### config.mk
export PLATFORM = sky130hd
export DESIGN_NAME = wb_bus_arbiter
export DESIGN_NICKNAME = d
export VERILOG_FILES = /design/src/rtl/wb_bus_arbiter.sv
export SDC_FILE = /design/constraint.sdc
export NUM_CORES = 1
export LEC_CHECK = 0
export BUFFER_PORTS_ARGS = -buffer_cell sky130_fd_sc_hd__buf_2
export CAP_MARGIN = 30
export CORE_AREA = 2 2 125 127
export CTS_CLUSTER_SIZE = 25
export DETAILED_ROUTE_END_ITERATION = 8
export DIE_AREA = 0 0 127 129
export GPL_TIMING_DRIVEN = 0
export PLACE_DENSITY = 0.46
export SLEW_MARGIN = 5
export SYNTH_ARGS = -nofsm -noshare
export SYNTH_HDL_FRONTEND = slang
export SYNTH_SLANG_ARGS = --single-unit
### constraint.sdc
create_clock -name clk -period 2.8 [get_ports clk]
set_clock_uncertainty 0.1 [all_clocks]
set_input_delay 0.28 -clock clk [delete_from_list [all_inputs] [get_ports clk]]
set_output_delay 0.28 -clock clk [all_outputs]
set_load 0.05 [all_outputs]
### src/rtl/wb_bus_arbiter.sv
// Two-master to one-slave Wishbone B4 classic arbiter with round-robin grant
// and a per-transaction watchdog that forces err on a stuck slave.
module wb_bus_arbiter #(
  parameter int XLEN    = 32,
  parameter int ADDR_W  = 32,
  parameter int TIMEOUT = 255
) (
  input  logic              clk,
  input  logic              rst_n,
  // instruction master
  input  logic              i_cyc,
  input  logic              i_stb,
  input  logic              i_we,
  input  logic [ADDR_W-1:0] i_adr,
  input  logic [XLEN-1:0]   i_dat_w,
  input  logic [XLEN/8-1:0] i_sel,
  output logic [XLEN-1:0]   i_dat_r,
  output logic              i_ack,
  output logic              i_err,
  // data master
  input  logic              d_cyc,
  input  logic              d_stb,
  input  logic              d_we,
  input  logic [ADDR_W-1:0] d_adr,
  input  logic [XLEN-1:0]   d_dat_w,
  input  logic [XLEN/8-1:0] d_sel,
  output logic [XLEN-1:0]   d_dat_r,
  output logic              d_ack,
  output logic              d_err,
  // shared slave
  output logic              s_cyc,
  output logic              s_stb,
  output logic              s_we,
  output logic [ADDR_W-1:0] s_adr,
  output logic [XLEN-1:0]   s_dat_w,
  output logic [XLEN/8-1:0] s_sel,
  input  logic [XLEN-1:0]   s_dat_r,
  input  logic              s_ack,
  input  logic              s_err,
  output logic [1:0]        grant
);

  localparam int WD_W = (TIMEOUT < 1) ? 1 : $clog2(TIMEOUT + 1);
  localparam logic [WD_W-1:0] TO_VAL = WD_W'(TIMEOUT);

  typedef enum logic [1:0] {IDLE, GNT_I, GNT_D} state_e;

  state_e          state_q, state_d;
  logic            last_q, last_d;     // 0 = instruction, 1 = data
  logic [WD_W-1:0] wdog_q, wdog_d;
  logic [1:0]      grant_q, grant_d;

  logic g_cyc, g_stb, timeout;

  always_comb begin
    g_cyc = 1'b0;
    g_stb = 1'b0;
    if (state_q == GNT_I) begin
      g_cyc = i_cyc;
      g_stb = i_stb;
    end else if (state_q == GNT_D) begin
      g_cyc = d_cyc;
      g_stb = d_stb;
    end
  end

  assign timeout = (state_q != IDLE) && g_stb && !s_ack && !s_err && (wdog_q == TO_VAL);

  always_comb begin
    state_d = state_q;
    last_d  = last_q;
    wdog_d  = '0;
    case (state_q)
      IDLE: begin
        if (i_cyc && d_cyc) state_d = last_q ? GNT_I : GNT_D;
        else if (i_cyc)     state_d = GNT_I;
        else if (d_cyc)     state_d = GNT_D;
      end
      default: begin
        if (!g_cyc || timeout) begin
          state_d = IDLE;
          last_d  = (state_q == GNT_D);
        end else if (g_stb && !s_ack && !s_err) begin
          wdog_d = wdog_q + 1'b1;
        end
      end
    endcase
    grant_d = {state_d == GNT_D, state_d == GNT_I};
  end

  always_ff @(posedge clk or negedge rst_n) begin
    if (!rst_n) begin
      state_q <= IDLE;
      last_q  <= 1'b0;
      wdog_q  <= '0;
      grant_q <= 2'b00;
    end else begin
      state_q <= state_d;
      last_q  <= last_d;
      wdog_q  <= wdog_d;
      grant_q <= grant_d;
    end
  end

  assign grant = grant_q;

  // On a watchdog expiry the slave strobe is withdrawn and err is forced instead.
  always_comb begin
    s_cyc   = 1'b0;
    s_stb   = 1'b0;
    s_we    = 1'b0;
    s_adr   = '0;
    s_dat_w = '0;
    s_sel   = '0;
    i_dat_r = '0;
    i_ack   = 1'b0;
    i_err   = 1'b0;
    d_dat_r = '0;
    d_ack   = 1'b0;
    d_err   = 1'b0;
    case (state_q)
      GNT_I: begin
        s_cyc   = i_cyc & ~timeout;
        s_stb   = i_stb & ~timeout;
        s_we    = i_we;
        s_adr   = i_adr;
        s_dat_w = i_dat_w;
        s_sel   = i_sel;
        i_dat_r = s_dat_r;
        i_ack   = s_ack & i_stb;
        i_err   = (s_err & i_stb) | timeout;
      end
      GNT_D: begin
        s_cyc   = d_cyc & ~timeout;
        s_stb   = d_stb & ~timeout;
        s_we    = d_we;
        s_adr   = d_adr;
        s_dat_w = d_dat_w;
        s_sel   = d_sel;
        d_dat_r = s_dat_r;
        d_ack   = s_ack & d_stb;
        d_err   = (s_err & d_stb) | timeout;
      end
      default: ;
    endcase
  end

endmodule
# Word-level counts from Yosys, hierarchy flattened
# Index checks and enable logic that the tools add are counted.
[op_classes]
muxes = 25
reduce_logical = 14
add_sub_neg = 1
n_eq_ne = 5
n_bitwise = 12
[ops]
columns = ["op", "count"]
rows = [
  ["case mux 32 bit (2 select lines)", 2],
  ["2-to-1 mux 32 bit", 2],
  ["2-to-1 mux 8 bit", 3],
  ["2-to-1 mux 2 bit", 6],
  ["adder 8 x 1 -> 8 bit, second input constant", 1],
  ["AND 1 bit", 8],
  ["== test 8 bit, second input constant", 1],
  ["2-to-1 mux 1 bit", 8],
  ["case mux 4 bit (2 select lines)", 1],
  ["logical AND 1 bit", 7],
  ["case mux 1 bit (2 select lines)", 3],
  ["== test 2 x 1 -> 1 bit, second input constant", 2],
  ["== test 2 bit, second input constant", 2],
  ["logical NOT 1 bit", 3],
  ["logical NOT 2 bit", 1],
  ["NOT 1 bit", 2],
  ["bitwise OR 1 bit", 2],
  ["AND reduction 2 bit", 1],
  ["nonzero test 2 bit", 1],
  ["logical OR 1 bit", 1],
]
[word_totals]
register_bits = 13
out_inout_bits = 141
elab_cells = 61

# Logic depth before layout (Yosys ltp)
# Gate-level depths: netlist of the first run.
[depth]
depth_word = 11
mapped_depth = 8

# Worst setup path before layout of the first run
# Ideal clock, no wire load.
[synth_timing]
kind = "register -> output"
startpoint = "register state_q[0]"
endpoint = "output port d_err"
slack_ns = -0.188
n_path_buf = 1
arrival_time_ns = 2.608
stages_incl_launch_ff = 8
cell_sequence = "dfrtp_1 > inv_1 > ha_1 > buf_2 > nand3b_4 > a2111oi_4 > nand2_1 > a21boi_0"
[synth_between]
elab_chain_cells = 9
word_cells_on_any_way = 11
[synth_rtl]
columns = ["item", "line", "source"]
rows = [
  ["start: declaration", "48", "state_e state_q, state_d;"],
  ["start signal: assignment", "98", "state_q <= state_d;"],
  ["== test 2 bit", "61, 121", ""],
  ["2-to-1 mux 1 bit", "61", "end else if (state_q == GNT_D) begin"],
  ["2-to-1 mux 1 bit", "58", "if (state_q == GNT_I) begin"],
  ["logical AND 1 bit (4 in series)", "67", "assign timeout = (state_q != IDLE) && g_stb && !s_ack && !s_err && (wdog_q == TO_VAL);"],
  ["bitwise OR 1 bit", "142", "d_err = (s_err & d_stb) | timeout;"],
  ["2-to-1 mux 1 bit *", "121", "case (state_q)"],
  ["end: declaration", "29", "output logic d_err,"],
]
# Mark *: on every way between the ends. The rest lies on a longest branch, timed or not.

# Worst setup path after layout of the first run
[layout_timing]
startpoint = "register state_q[0]"
endpoint = "output port s_sel[1]"
[layout_between]
elab_chain_cells = 2
word_cells_on_any_way = 3
[layout_rtl]
columns = ["item", "line", "source"]
rows = [
  ["== test 2 bit or == test 2 x 1 -> 1 bit (tied branches)", "121", ""],
  ["case mux 4 bit (2 select lines) *", "121", ""],
  ["end: declaration", "36", "output logic [XLEN/8-1:0] s_sel,"],
]
# Marked as above.

==> results of run 1 <==
## power groups by stage
stage	clock (uW)	sequential, uW	combinational (uW)
after floorplan	0	291	3030
after global placement	0	245	4140
after detailed placement	0	245	4110
after CTS	272	242	4130
after global routing	283	247	4390
final	265	243	4120
## cells in the final DEF (no fill, tap or decap), types with 2 or more instances in the layout
master,count
xor2_1,2
and3_1,4
nand3_1,5
and2_1,64
clkbuf_4,3
xnor2_1,4
o21ai_0,4
clkbuf_16,3
clkbuf_2,6
nor2b_1,70
buf_2,318
dfrtp_1,13
buf_1,3
nand2_1,9
ha_1,3
nor2_1,11
clkbuf_1,17
buf_4,4
mux2_2,2
a22oi_1,70
nor3_1,2
inv_1,5
a21boi_1,2
## cell families after synthesis
logic type	share of synthesized area
simple gates	0.453
buf+inv	0.0674
fa+ha+maj	0.0221
mux	0.00994
xor+xnor	0.0232
flops	0.144
compound gates	0.281
## critical path, stage by stage, from the launching register on
cell and delay, ns:
dfrtp_1 0.44, inv_1 0.14, ha_1 0.15, buf_4 0.19, buf_1 0.40, a22oi_1 0.14, nor2b_1 0.26, buf_2 0.32
## layout make-up
type | count | area, sq um
inverters | 6 | 22.5
fillers | 1691 | 10800
multi-input cells | 266 | 1790
well taps | 188 | 235
clock buffers | 4 | 78.8
flip-flops and latches | 13 | 325
repair buffers | 320 | 1620
plain buffers | 32 | 150
## timing repair
action | CTS | global route
pin swaps | 0 | 1
resized for setup | 11 | 15
hold endpoints to repair | 13 | 0
hold buffers | 1 | 0
buffers inserted | 0 | 1
setup endpoints to repair | 106 | 57
## per-layer routing
metal / GRT usage / up-vias / wire (microns)
li1: - / 1751 / -
met1: 0.180 / 1564 / 5300
met2: 0.245 / 138 / 6470
met3: 0.0175 / 8 / 630
met4: 0.0136 / 0 / 53
met5: 0 / - / 0
## sequential cells by signal, indices dropped and copies added, names as in the netlist
name and flops:
grant 2, last_q 1, wdog_q 8, state_q 2
## cells in the mapped netlist
| cell type | instances | area share |
|---|---|---|
| nor2b_1 | 70 | 0.19 |
| and2_1 | 64 | 0.18 |
| o21ai_0 | 4 | 0.0088 |
| xor2_1 | 2 | 0.0077 |
| nand3b_1 | 1 | 0.0033 |
| nor3_1 | 2 | 0.0044 |
| a21boi_0 | 3 | 0.0099 |
| o31ai_1 | 1 | 0.0033 |
| nand3_1 | 5 | 0.011 |
| buf_2 | 2 | 0.0044 |
| o311ai_0 | 1 | 0.0039 |
| o221ai_1 | 1 | 0.0039 |
| or3b_1 | 1 | 0.0039 |
| inv_1 | 6 | 0.0099 |
| mux2_2 | 2 | 0.0099 |
| nand2_1 | 10 | 0.017 |
| and3_1 | 4 | 0.011 |
| a2111oi_4 | 1 | 0.012 |
| clkbuf_1 | 25 | 0.041 |
| dfrtp_1 | 13 | 0.14 |
| nor2_1 | 11 | 0.018 |
| nand3b_4 | 1 | 0.0088 |
| xnor2_1 | 4 | 0.015 |
| nand4_1 | 1 | 0.0028 |
| a22oi_1 | 70 | 0.23 |
| buf_1 | 4 | 0.0066 |
| buf_6 | 1 | 0.0050 |
| nand2b_1 | 1 | 0.0028 |
| a211oi_1 | 1 | 0.0033 |
| a211o_1 | 1 | 0.0039 |
| ha_1 | 4 | 0.022 |
## worst max path at each step
stage | startpoint | to | depth (start not counted)
2_1_floorplan | state_q[0]$_DFF_PN0_ | d_err | 7
3_3_place_gp | state_q[0]$_DFF_PN0_ | s_dat_w[26] | 8
3_5_place_dp | state_q[1]$_DFF_PN0_ | s_we | 8
4_1_cts | state_q[1]$_DFF_PN0_ | s_we | 8
5_1_grt | state_q[0]$_DFF_PN0_ | s_dat_w[30] | 8
6_report | state_q[0]$_DFF_PN0_ | s_sel[1] | 7
## through the flow
| stage | worst slack (ns) | util |
|---|---|---|
| 3_5_place_dp | -0.207 | 0.273 |
| 5_1_grt | 0.000829 | 0.282 |
| 3_3_place_gp | -0.193 | 0.273 |
| 2_1_floorplan | -0.188 | - |
| 6_report | 0.145 | 0.282 |
| 4_1_cts | 0.00417 | 0.280 |
==> summary.md, run 1 <==
| Metric | Value |
|---|---|
| Rows | `45` |
| Avg Inst Size Synth | `around 7.1 sq um` |
| Hold Crit Class | `input pin to register` |
| CORE AREA | `around 15000 sq um` |
| Num ports | `319` |
| H-tree Lvls | `1` |
| Seq/Total Area, Yosys | `0.144` |
| Reg2reg path depth | `9` |
| Vias | `3461` |
| Global Route Usage Sum | `0.136` |
| # nets final | `824` |
| Status | `finished, final reports clean` |
| Largest net degree at the start of global routing | `14` |
| Via density | `~4.2` |
| DR DRC count | `0` |
| Height of the die | `129 microns` |
| Initial antenna violation count | `0` |
| Clk pwr share | `0.057` |
| Actual slew at the worst max-slew pin | `between 0.6 and 0.7 ns` |
| Hold path start | `d_cyc` |
| Placed Instance Area | `4090 sq um` |
| RSZ-0062 raised after global routing | `no` |
| Worst EP required | `around 2.4 ns` |
| CTS Buffer Depth | `2` |
| Slew headroom | `0.590` |
| Area grow syn2layout | `86.3%` |
| Reg-to-Reg End | `wdog_q[7]$_DFF_PN0_` |
| P per Cell Area | `1100 nW/um^2` |
| Ant diodes | `0` |
| Slew Viols, Final | `0` |
| Setup_tns | `0 ns` |
| Mapped Area | `2270 sq um` |
| LEAKAGE | `0.00230 uW` |
| Gr ovfl total | `0` |
| Sw Share | `0.666` |
| Fin crit share | `0.948` |
| First-pass GRT wire length | `17600 microns` |
| Flop2flop setup slack | `0.42 ns` |
| P_sw | `3080 uW` |
| Routed len/inst | `15.0 microns` |
| Final instance area | `4220 sq um` |
| TritonCTS clock tree | `done` |
| CP arrival | `2.28 ns` |
| CP Max Fanout | `10` |
| DIE AREA | `between 15000 and 20000 sq um` |
| Skew-Pair Late Insertion Delay | `0.24 ns` |
| Post-DRT Antenna Nets | `0` |
| Power Total | `4630 uW` |
| Fin Hold WS | `0.249 ns` |
| Ys Warns | `0` |
| WHS Endpoint | `state_q[0]$_DFF_PN0_` |
| WL final | `approximately 12000 microns` |
| Clk sinks | `13` |
| Non-Filler Instances | `829` |
| CP endpoint kind | `output port` |
| Worst VDD drop | `~460 uV` |
| Reg2reg start | `state_q[0]$_DFF_PN0_` |
| DR pass1 iterations | `6` |
| Die Span X | `approximately 130 microns` |
| Share of post-route cells with drive strength above 1 | `0.534` |
| Initial cell density of the core | `0.151` |
| Combinational power share | `0.890` |
| Setup Viol. Count Final | `0` |
| Syn_nets | `499` |
| Drt first-iter violations | `between 100 and 150` |
| Vias in the first global route | `around 3100` |
| Critical Path Source Type | `register` |
| CTS Root Cell | `clkbuf_16` |
| TritonCTS Buffers | `3` |
| Final Hold Viols | `0` |
| Clock-pin slew on the worst setup and hold paths | `0.04 ns` |
| Placed Cells | `823` |
| WS Path Type | `register to output port` |
| Gpl congestion | `0.773` |
| Sequential Power Share | `0.052` |
| Internal Power | `1550 uW` |
| DPL Wire Length | `roughly 10000 microns` |
| MaxCap Viol Count | `0` |
| Synth Register Bits | `13` |
| Cells after Synth | `317` |
| PortBufs | `318` |
| Worst hold stages | `2` |
| Netlist cell types | `31` |
| Highest clock rate | `between 300 and 400 MHz` |
| Min Tclk post-route | `2.66 ns` |
Power figures use the tool's default switching activity.
==> run 2, diff against run 1 <==
HOLD_SLACK_MARGIN = 0.15   (was unset)
PLACE_DENSITY = 0.53   (was 0.46)
==> summary.md, run 2 (synthesis results as in run 1) <==
| Metric | Value |
|---|---|
| Commonest non-fill, non-tap cell in the layout | `buf_2 (unchanged)` |
| Post-DRT Antenna Nets | `0 (unchanged)` |
| CP arrival | `2.27 ns (was 2.28 ns)` |
| Final Hold Viols | `0 (unchanged)` |
| Highest clock rate | `377 MHz (about the same)` |
| Actual slew at the worst max-slew pin | `0.616 ns (was 0.610 ns)` |
| Setup Viol. Count Final | `0 (unchanged)` |
| Worst hold stages | `3 (was 2)` |
| DR pass1 iterations | `4 (was 6)` |
| Placement Setup Slack | `-0.329 ns (was -0.207 ns)` |
| Fillers | `1711 (was 1691)` |
| P per Cell Area | `1100 nW/um^2 (about the same)` |
| Ant diodes | `0 (unchanged)` |
| Area of the multi-input gates | `1790 sq um (about the same)` |
| CP endpoint kind | `output port (unchanged)` |
| Hold Crit Class | `input pin to register (unchanged)` |
| Clock-pin slew on the worst setup and hold paths | `0.04 ns (about the same)` |
| Top reg by flops | `wdog_q (unchanged)` |
| MaxCap Viol Count | `0 (unchanged)` |
| Area grow syn2layout | `86.7% (was 86.3%)` |
| DPL Wire Length | `11100 microns (was 10500 microns)` |
| Final WS setup | `0.148 ns (was 0.145 ns)` |
| Initial antenna violation count | `0 (unchanged)` |
| PortBufs | `318 (unchanged)` |
| CORE AREA | `15000 sq um (unchanged)` |
| Skew-Pair Late Insertion Delay | `0.24 ns (about the same)` |
| Slew Viols, Final | `0 (unchanged)` |
| Largest net degree at the start of global routing | `14 (unchanged)` |
| Clk sinks | `13 (unchanged)` |
| CTS Buffer Depth | `2 (unchanged)` |
| Gpl congestion | `0.901 (was 0.773)` |
| # nets final | `824 (unchanged)` |
| CP Max Fanout | `10 (unchanged)` |
| First-pass GRT wire length | `18400 microns (was 17600 microns)` |
| Share of post-route cells with drive strength above 1 | `0.532 (was 0.534)` |
| Routed len/inst | `15.9 microns (was 15.0 microns)` |
| WL final | `13200 microns (was 12500 microns)` |
| Height of the die | `129 microns (unchanged)` |
| Drt first-iter violations | `156 (was 131)` |
| WS Path Type | `register to output port (unchanged)` |
| Status | `finished, final reports clean (unchanged)` |
| Initial cell density of the core | `0.151 (unchanged)` |
| CTS Root Cell | `clkbuf_16 (unchanged)` |
| Power Total | `4660 uW (was 4630 uW)` |
| Via density | `4.26 (was 4.17)` |
| Vias | `3530 (was 3461)` |
| DR DRC count | `0 (unchanged)` |
| Worst VDD drop | `500 uV (was 463 uV)` |
| LEAKAGE | `0.00230 uW (about the same)` |
| Min Tclk post-route | `2.65 ns (was 2.66 ns)` |
| Slew headroom | `0.586 (was 0.590)` |
| Fin crit share | `0.947 (was 0.948)` |
| Worst EP required | `2.42 ns (about the same)` |
| Critical Path Source Type | `register (unchanged)` |
| Global Route Usage Sum | `0.144 (was 0.136)` |
| Num ports | `319 (unchanged)` |
| Most frequent cells in the layout | `buf_2, a22oi_1, nor2b_1 (unchanged)` |
| Vias in the first global route | `3116 (was 3145)` |
| H-tree Lvls | `1 (unchanged)` |
| Max reg flops | `8 (unchanged)` |
| Rows | `45 (unchanged)` |
| TritonCTS clock tree | `done (unchanged)` |
| Gr ovfl total | `0 (unchanged)` |
| TritonCTS Buffers | `3 (unchanged)` |
| Fin Hold WS | `0.263 ns (was 0.249 ns)` |
| Die Span X | `127 microns (unchanged)` |
| DIE AREA | `16400 sq um (unchanged)` |
| Register area | `325 sq um (unchanged)` |
| Reg2reg path depth | `9 (unchanged)` |
==> run 2: cell types whose count changed in the layout (fill, tap and decap cells not counted), sizes merged <==
| cell | change |
|---|---|
| buf | -3 |
| clkbuf | +3 |
==> run 2: worst paths after layout <==
kind | start | endpoint | slack, ns
max | state_q[0]$_DFF_PN0_ | s_adr[25] | 0.15
min | i_cyc | state_q[0]$_DFF_PN0_ | 0.26
max reg2reg | state_q[1]$_DFF_PN0_ | wdog_q[6]$_DFF_PN0_ | 0.45
min reg2reg | wdog_q[0]$_DFF_PN0_ | wdog_q[0]$_DFF_PN0_ | 0.39
max in group asynchronous | rst_n | wdog_q[0]$_DFF_PN0_ | 2.03
min in group asynchronous | rst_n | wdog_q[5]$_DFF_PN0_ | 0.35
==> run 2: power by group <==
part	switching [uW]	internal, uW
logic	3010	1140
registers	23.5	219
clock network	77.1	192
==> run 2: what timing repair did <==
action	in CTS	in global routing
endpoints found under the setup margin	107	26
pin swaps	0	1
buffers inserted	0	1
gates resized for setup	14	13
hold buffers	1	0
hold endpoints to repair	13	0
==> run 2: cell type report <==
type	instances	area share
multi-input combinational	266	0.424
timing repair buffer	320	0.384
sequential	13	0.0769
tap	188	0.0556
buffer	32	0.0355
clock buffer	4	0.0186
inverter	6	0.00532
==> run 2: routing by layer <==
metal	routed length, microns	GRT usage	up-vias
met2	6600	0.239	166
met5	0	0	-
met1	5780	0.206	1610
met4	49	0.0168	0
li1	-	-	1749
met3	770	0.0166	5
==> run 2: worst max-delay path, stage by stage, from the launching register on <==
cell      delay [ns]
dfrtp_1         0.43
inv_1           0.12
ha_1            0.47
clkbuf_1        0.36
nor2b_1         0.32
buf_2           0.32
==> run 2: through the flow <==
stage          setup TNS (ns)  instances   util  area (sq um)
6_report                    0        829  0.282          4230
5_1_grt              -0.00280        829  0.282          4230
4_1_cts                     0        828  0.281          4200
3_5_place_dp            -5.33        823  0.273          4090
3_3_place_gp            -5.76        823  0.273          4090
2_1_floorplan          -0.377        317      -          2270
